$ cat config.mk
export PLATFORM = sky130hd
export DESIGN_NAME = evfifo_reader
export DESIGN_NICKNAME = d
export VERILOG_FILES = /design/src/rtl/evfifo_reader.sv
export SDC_FILE = /design/constraint.sdc
export NUM_CORES = 1
export LEC_CHECK = 0
export CAP_MARGIN = 20
export CORE_MARGIN = 2
export CORE_UTILIZATION = 40
export CTS_BUF_LIST = sky130_fd_sc_hd__clkbuf_8
export DETAILED_ROUTE_END_ITERATION = 6
export PLACE_DENSITY = 0.72
export SLEW_MARGIN = 20
export SYNTH_ARGS = -nofsm -noshare
export SYNTH_HDL_FRONTEND = slang
export SYNTH_SLANG_ARGS = --single-unit
$ cat constraint.sdc
create_clock -name sysClk -period 4.2 [get_ports sysClk]
set_clock_uncertainty 0.2 [all_clocks]
set_input_delay 0.63 -clock sysClk [delete_from_list [all_inputs] [get_ports sysClk]]
set_output_delay 0.63 -clock sysClk [all_outputs]
set_load 0.05 [all_outputs]
$ cat src/rtl/evfifo_reader.sv
// evfifo_reader
//   Drains the event-arrival log (evFIFO) on the system clock. It polls the
//   log's write pointer and fetches each new entry through the log's CSR/GPIO
//   port. Each entry is emitted as a 40-bit {event, ticks} word on a
//   valid/ready stream. If the write pointer is about to lap the read
//   pointer, logging is stopped and overrun is raised.
//
// Parameters
//   ADDR_WIDTH  log depth exponent (must match the log instance)
//   MARGIN      overrun fires when unread >= 2^ADDR_WIDTH - MARGIN
//   POLL_GAP    idle cycles between pointer polls while the log is empty
//
// Ports
//   sysClk        system clock (only clock used)
//   sysReset      asynchronous active-high reset
//   enable        level: 1 = run logging/draining, 0 = stop
//   sysCsrStrobe  one-cycle strobe to the log, latches sysGpioOut
//   sysGpioOut    [31] running, [ADDR_WIDTH-1:0] read address, rest 0
//   sysCsr        [31] running, [23:16] event at read addr, [15:0] write ptr
//   sysDataTicks  tick stamp at read address
//   mTdata        {event[7:0], ticks[31:0]}
//   mTvalid       stream valid
//   mTready       stream ready
//   overrun       sticky overrun flag, cleared when enable falls
//   entryCount    entries emitted since the last enable rise (wraps)
//
// Build option
//   EVFIFO_READER_TIMESTAMP_DELTA_EN: when defined, mTdata[31:0] carries
//   ticks minus the previously emitted ticks (first entry after START is 0).
//   When undefined, mTdata[31:0] carries the raw ticks.

module evfifo_reader #(
  parameter int unsigned ADDR_WIDTH = 10,
  parameter int unsigned MARGIN     = 16,
  parameter int unsigned POLL_GAP   = 8
) (
  input  logic        sysClk,
  input  logic        sysReset,
  input  logic        enable,
  output logic        sysCsrStrobe,
  output logic [31:0] sysGpioOut,
  input  logic [31:0] sysCsr,
  input  logic [31:0] sysDataTicks,
  output logic [39:0] mTdata,
  output logic        mTvalid,
  input  logic        mTready,
  output logic        overrun,
  output logic [31:0] entryCount
);

  localparam logic [ADDR_WIDTH-1:0] OVR_LIMIT =
    ADDR_WIDTH'((1 << ADDR_WIDTH) - MARGIN);
  localparam int unsigned GAP_W = (POLL_GAP > 1) ? $clog2(POLL_GAP) : 1;
  localparam logic [GAP_W-1:0] GAP_LAST =
    (POLL_GAP > 0) ? GAP_W'(POLL_GAP - 1) : '0;

  typedef enum logic [3:0] {
    IDLE, START, POLL, SAMPLE, GAP, ADDR, WAIT_RAM, LOAD, OUT,
    STOP, HALT, DSTOP
  } state_t;

  state_t                state;
  logic [ADDR_WIDTH-1:0] rdAddr;
  logic [ADDR_WIDTH-1:0] wrA;
  logic [ADDR_WIDTH-1:0] unread;
  logic [GAP_W-1:0]      gapCnt;

  logic [ADDR_WIDTH-1:0] wrNow;
  logic [ADDR_WIDTH-1:0] unreadNow;
  logic [31:0]           ticksField;
  logic                  unusedCsrBits;

  assign wrNow         = sysCsr[ADDR_WIDTH-1:0];
  assign unreadNow     = wrNow - rdAddr;
  assign unusedCsrBits = ^{sysCsr[31:24], sysCsr[15:ADDR_WIDTH]};

`ifdef EVFIFO_READER_TIMESTAMP_DELTA_EN
  logic [31:0] prevTicks;
  logic [31:0] curTicks;
  logic        firstEntry;
  assign ticksField = firstEntry ? '0 : (sysDataTicks - prevTicks);
`else
  assign ticksField = sysDataTicks;
`endif

  function automatic logic [31:0] gpioWord(input logic run,
                                           input logic [ADDR_WIDTH-1:0] addr);
    logic [31:0] w;
    w                 = '0;
    w[31]             = run;
    w[ADDR_WIDTH-1:0] = addr;
    return w;
  endfunction

  // Strobe and GPIO are set on the transition into ADDR/START/STOP/DSTOP so
  // the strobe is high during that state's cycle; LOAD then lands exactly
  // two cycles later, when the log's RAM output is valid.
  always_ff @(posedge sysClk or posedge sysReset) begin
    if (sysReset) begin
      state        <= IDLE;
      sysCsrStrobe <= 1'b0;
      sysGpioOut   <= '0;
      mTdata       <= '0;
      mTvalid      <= 1'b0;
      overrun      <= 1'b0;
      entryCount   <= '0;
      rdAddr       <= '0;
      wrA          <= '0;
      unread       <= '0;
      gapCnt       <= '0;
`ifdef EVFIFO_READER_TIMESTAMP_DELTA_EN
      prevTicks    <= '0;
      curTicks     <= '0;
      firstEntry   <= 1'b1;
`endif
    end else begin
      sysCsrStrobe <= 1'b0;
      // Disable aborts every active state except OUT, which must finish the
      // word it is already presenting.
      if (!enable && (state inside {START, POLL, SAMPLE, GAP, ADDR,
                                    WAIT_RAM, LOAD})) begin
        state        <= DSTOP;
        sysCsrStrobe <= 1'b1;
        sysGpioOut   <= gpioWord(1'b0, '0);
      end else begin
        case (state)
          IDLE: begin
            if (enable) begin
              state        <= START;
              sysCsrStrobe <= 1'b1;
              sysGpioOut   <= gpioWord(1'b1, '0);
              rdAddr       <= '0;
              entryCount   <= '0;
`ifdef EVFIFO_READER_TIMESTAMP_DELTA_EN
              prevTicks    <= '0;
              firstEntry   <= 1'b1;
`endif
            end
          end
          START: state <= POLL;
          POLL: begin
            wrA   <= wrNow;
            state <= SAMPLE;
          end
          SAMPLE: begin
            // Pointer crosses clocks unsynchronised: accept only when two
            // consecutive samples agree.
            if (wrNow != wrA) begin
              state <= POLL;
            end else if (unreadNow >= OVR_LIMIT) begin
              state        <= STOP;
              sysCsrStrobe <= 1'b1;
              sysGpioOut   <= gpioWord(1'b0, '0);
            end else if (unreadNow == '0) begin
              gapCnt <= '0;
              state  <= (POLL_GAP == 0) ? POLL : GAP;
            end else begin
              unread       <= unreadNow;
              state        <= ADDR;
              sysCsrStrobe <= 1'b1;
              sysGpioOut   <= gpioWord(1'b1, rdAddr);
            end
          end
          GAP: begin
            if (gapCnt == GAP_LAST) state <= POLL;
            else gapCnt <= gapCnt + GAP_W'(1);
          end
          ADDR:     state <= WAIT_RAM;
          WAIT_RAM: state <= LOAD;
          LOAD: begin
            mTdata  <= {sysCsr[23:16], ticksField};
            mTvalid <= 1'b1;
            state   <= OUT;
`ifdef EVFIFO_READER_TIMESTAMP_DELTA_EN
            curTicks <= sysDataTicks;
`endif
          end
          OUT: begin
            if (mTready) begin
              mTvalid    <= 1'b0;
              rdAddr     <= rdAddr + ADDR_WIDTH'(1);
              entryCount <= entryCount + 32'd1;
              unread     <= unread - ADDR_WIDTH'(1);
`ifdef EVFIFO_READER_TIMESTAMP_DELTA_EN
              prevTicks  <= curTicks;
              firstEntry <= 1'b0;
`endif
              if (!enable) begin
                state        <= DSTOP;
                sysCsrStrobe <= 1'b1;
                sysGpioOut   <= gpioWord(1'b0, '0);
              end else if (unread != ADDR_WIDTH'(1)) begin
                state        <= ADDR;
                sysCsrStrobe <= 1'b1;
                sysGpioOut   <= gpioWord(1'b1, rdAddr + ADDR_WIDTH'(1));
              end else begin
                state <= POLL;
              end
            end
          end
          STOP: begin
            overrun <= 1'b1;
            state   <= HALT;
          end
          HALT: begin
            if (!enable) begin
              overrun <= 1'b0;
              state   <= IDLE;
            end
          end
          DSTOP:   state <= IDLE;
          default: state <= IDLE;
        endcase
      end
    end
  end

endmodule

After elaboration in Yosys (flattened, before gate mapping)

Cells that the tools add are included.

$add $sub $neg: 5
$mul: 0
Div/mod/pow operators: 0
Order comparisons: 1
Equality and inequality tests: 28
Shifts and indexed selects: 0
Multiplexer cells: 49
Bitwise logic cells: 1
Reductions and logical operators: 20

Operators by type and width:

| cell                  | number |
|---|---|
| $mux 32               | 10 |
| $pmux 32 s3           | 1 |
| $pmux 32 s2           | 1 |
| $mux 10               | 6 |
| $pmux 4 s11           | 1 |
| $pmux 10 s2           | 2 |
| $add 32x1->32 const B | 1 |
| $mux 4                | 8 |
| $reduce_and 6->1      | 3 |
| $eq 4x3->1 const B    | 4 |
| $mux 3                | 5 |
| $ne 2x2->1 const B    | 7 |
| $eq 4x4->1 const B    | 3 |
| $ne 3x3->1 const B    | 4 |
| $mux 1                | 11 |
| $add 10x1->10 const B | 1 |
| $ge 10x10->1 const B  | 1 |
| $logic_not 10->1      | 1 |
| $ne 10x1->1 const B   | 1 |
| $ne 10x10->1          | 1 |
| $reduce_bool 2->1     | 5 |
| $sub 10x1->10 const B | 1 |
| $sub 10x10->10        | 1 |
| $eq 4x2->1 const B    | 2 |
| other kinds (18)      | 23 |

Bits in registers: 144
Latch bits: 0
Bits in writable memories: 0
ROM bits: 0
Input port bits: 68
Output and inout bits: 107
Logic and storage cells: 115
Memories kept: 0

Depth between registers and ports, before layout

Word-level depth: 7
Mapped depth: 14
Mapped depth without buffers: 12

Least setup slack after synthesis

Ideal clock, no wire load.

Path type: input-to-reg
Start: in sysCsr[0]
End: reg unread[0]
Setup time: 121 ps
Arrival time: 3163 ps
Data required time: 3879 ps
Setup slack: 716 ps
Stages on the path: 14
Path buffers: 2
Cell sequence: inv_1 ha_1 inv_1 fa_1 and3_1 o211ai_2 a211o_2 nand4_4 or3_1 o41a_1 buf_6 and2_4 buf_6 a22o_1

Word-level cells in the longest chain between the ends: 5
Elaborated cells between the ends (all ways): 12
Those cells by class: 1 x add/sub; 1 x order compare; 4 x eq/ne; 4 x mux; 2 x reduce/logical

RTL lines:

| what                                                   | RTL line | source |
|---|---|---|
| from (decl)                                            | 42       | `input logic [31:0] sysCsr,` |
| branches (longest 5 deep; another with $sub 10x10->10) | -        |  |
| to (signal assigned)                                   | 158      | `unread <= unreadNow;` |
| to (signal assigned)                                   | 183      | `unread <= unread - ADDR_WIDTH'(1);` |
| to (decl)                                              | 65       | `logic [ADDR_WIDTH-1:0] unread;` |

Parallel ways; which one is timed is not known. The select of a mux whose other input is x is not followed.
A chain may end at the register's enable or synchronous reset.

Worst setup path after layout

Start: in sysCsr[0]
End: reg sysGpioOut[2]

Word-level cells in the longest chain between the ends: 6
Elaborated cells between the ends (all ways): 11
Those cells by class: 1 x add/sub; 1 x order compare; 3 x eq/ne; 4 x mux; 2 x reduce/logical

RTL lines:

| what                 | RTL line | source |
|---|---|---|
| $sub 10x10->10       | 74       | `assign unreadNow = wrNow - rdAddr;` |
| $ge 10x10->1         | 150      | `end else if (unreadNow >= OVR_LIMIT) begin` |
| $mux 32              | 150      |  |
| $mux 32              | 148      | `if (wrNow != wrA) begin` |
| $pmux 32 s3          | 126      | `case (state)` |
| $mux 32              | 120      | `if (!enable && (state inside {START, POLL, SAMPLE, GAP, ADDR,` |
| to (signal assigned) | 124      | `sysGpioOut <= gpioWord(1'b0, '0);` |
| to (signal assigned) | 131      | `sysGpioOut <= gpioWord(1'b1, '0);` |
| to (signal assigned) | 153      | `sysGpioOut <= gpioWord(1'b0, '0);` |
| to (decl)            | 41       | `output logic [31:0] sysGpioOut,` |

Parallel ways exist; a longest one is shown, timed or not. The select of a mux whose other input is x is not followed.

==> reports/metrics.csv <==
metric,value,unit
status,finished clean,
clk_latency,0.44,ns
p_per_area,592,mW/mm^2
place.gp.congestion,0.877,
rsz0062_at_grt,false,
setup_viol,0,
cts_resized,0,
worstRegToRegCells,11,
boundaryPins,175,
slew-limit-headroom,37.6,%
path_buf_inv,3,
drtPass1Iterations,4,
post_drt_wl_per_cell,15.0,um
yosys.area.top_type,dfrtp_1,
area_delta_synth_final,30.5,%
hold-worst-slack,0.290,ns
slowest_stage,a21oi_1,
nFillCells,1497,
yosys_warnings,0,
cp_common_cell,inv_1,
crit_chain,clkdlybuf4s50_1 > inv_1 > ha_1 > inv_1 > fa_1 > and3_1 > o211ai_2 > a211o_2 > nand4_4 > o211a_1 > a21oi_1 > a22oi_1 > o2bb2ai_1,
leakagePower,3.71,nW
antenna_found_initial,0,
power,5.11,mW
drive_gt1_share,14.0,%
hold_depth,2,
grt_pass1_wl,25900,um
ys.flop_type,dfrtp_1,
num_vias,5319,
vdd_ir_drop_max,397,uV
clock-sinks,123,
row_count,47,
overflow,0,
portBuffers,139,
hold_buffers,0,
crit_path_start_kind,input pin,
critPathKind,input pin to register,
routed_wl,15500,um
cts-root-buf,clkbuf_8,
ys_types,74,
antenna_cells,0,
fmax,271,MHz
cts_made_buffers,17,
synth_area,0.00662,mm^2
synthArstFlopShare,100,%
critPathMaxFanout,10,
stdcell_area,0.00863,mm^2
hold_class,register to register,
die_w,133,um
final_nets,879,
die_area,0.0176,mm^2
wl_met3,1050,um
cts.reportedPaths.clkPinSlew,0.07,ns
ant_nets,0,
setup-tns-final,0,ns
hold_violations,0,
netlist.area_leader.share,46.5,%
cts_setup_buffers,0,
start_util,40.5,%
drc,0,
synth-edff-count,0,
post_dp_cell_area,0.00820,mm^2
hold_end,mTvalid$_DFFE_PP0P_,
r2r_slack,0.71,ns
wl_met1,6760,um
cap_violations,0,
drt_iter0_drc,313,
yosysMostFrequentCell,dfrtp_1,
synth_seq_cells,123,
max_stage_delay,0.72,ns
synth_area_per_cell,10.2,um^2
wl_met2,7490,um
path_delay_family,compound AO/OA/AOI/OAI gates,
core,0.0163,mm^2
r2r_end,sysGpioOut[2]$_DFFE_PP0P_,
arrival,3.85,ns
htree_levels,4,
seq_area,0.00308,mm^2
cts_tree,done,
synthCells,651,
period_share,87.8,%
min_period,3.69,ns
min_from,mTvalid$_DFFE_PP0P_,
grtUsageTotal,18.3,%
grt_pass1_vias,5070,
drv_slew,0,
critPathRequiredTime,4.36,ns
grt_max_degree,76,
die_height,133,um
ys_seq_area_share,46.5,%
hpwl,11200,um
synth_commonest_cells,"dfrtp_1 (123), nand2_1 (63), mux2_2 (52)",
worst_pin_slew,0.936,ns
critPathCaptureType,register,
multi_input_area,0.00326,mm^2
netlist_top_cells_area,"dfrtp_1 (47%), mux2_2 (8.8%), nand2_1 (3.6%)",
vias_per_cell,5.17,
highest_layer,met4,
cts_buffer_depth,2,
r2r_start,rdAddr[0]$_DFFE_PP0P_,
[cells in the final DEF (no fill, tap or decap), types with 6 or more instances in the layout]
| cell | instances |
|---|---|
| a22o_1 | 8 |
| nor3_1 | 10 |
| or3_1 | 14 |
| nand2_1 | 63 |
| buf_4 | 13 |
| o21ai_0 | 33 |
| nand3_1 | 21 |
| nand2b_1 | 6 |
| dfrtp_1 | 123 |
| conb_1 | 21 |
| a22oi_1 | 6 |
| mux2_2 | 52 |
| ha_1 | 15 |
| xnor2_1 | 22 |
| and3_1 | 12 |
| a31oi_1 | 8 |
| inv_1 | 22 |
| clkdlybuf4s50_1 | 139 |
| o22ai_1 | 8 |
| o2bb2ai_1 | 11 |
| xor2_1 | 23 |
| a21oi_1 | 26 |
| nand4_1 | 14 |
| clkbuf_8 | 21 |
| nor2_1 | 44 |
[tightest hold or removal path, cell delays in order (launching register included)]
cell and delay (ns):
dfrtp_1 0.34, nand2_1 0.05, nand2_1 0.06
[flip-flops by register name, summed over array words and instances, names as in the netlist]
signal,count
mTdata,40
entryCount,32
sysGpioOut,11
rdAddr,10
unread,10
wrA,10
state,4
gapCnt,3
mTvalid,1
overrun,1
sysCsrStrobe,1
[report_power, final]
group	switching (mW)	leakage, nW	internal (mW)
Combinational	1.36	1.85	0.869
Clock	0.478	0.217	0.648
Sequential	0.262	1.65	1.50
Total	2.10	3.71	3.01
[area by class of cell]
class | count | area share (%)
Sequential cell | 123 | 35.7
Inverter | 21 | 0.942
Tap cell | 220 | 3.19
Clock buffer | 21 | 3.35
Timing Repair Buffer | 153 | 17.5
Clock inverter | 11 | 1.65
Multi-Input combinational cell | 479 | 37.7
[cells by family after synthesis]
group / synth area share [%]
simple gates: 16.1
compound gates: 13.7
flops: 46.5
buf+inv: 5.43
mux: 8.85
xor+xnor: 6.20
fa+ha+maj: 3.14
other cells: 0.0567
[metal layers]
layer,vias up,track usage [%]
met3,17,5.36
met2,168,29.5
met5,-,0
li1,2576,-
met1,2558,23.9
met4,0,5.20
[how the worst max path moves through the flow]
stage                                 to  cells after the start      start  slack [ns]
6_report       sysGpioOut[2]$_DFFE_PP0P_                     13  sysCsr[0]        0.51
5_1_grt        sysGpioOut[2]$_DFFE_PP0P_                     13  sysCsr[0]        0.32
4_1_cts        sysGpioOut[2]$_DFFE_PP0P_                     13  sysCsr[0]        0.51
3_5_place_dp   sysGpioOut[2]$_DFFE_PP0P_                     13  sysCsr[0]        0.06
3_3_place_gp   sysGpioOut[2]$_DFFE_PP0P_                     13  sysCsr[0]        0.12
2_1_floorplan  entryCount[0]$_DFFE_PP0P_                      1   sysReset         0.1
[through the flow]
stage	utilization (%)	setup slack [ns]	instances
2_1_floorplan	-	0.0991	671
3_3_place_gp	50.2	0.124	996
6_report	52.8	0.513	1028
3_5_place_dp	50.2	0.0590	996
5_1_grt	52.8	0.323	1028
4_1_cts	52.8	0.510	1028
(Power assumes the default switching activity.)
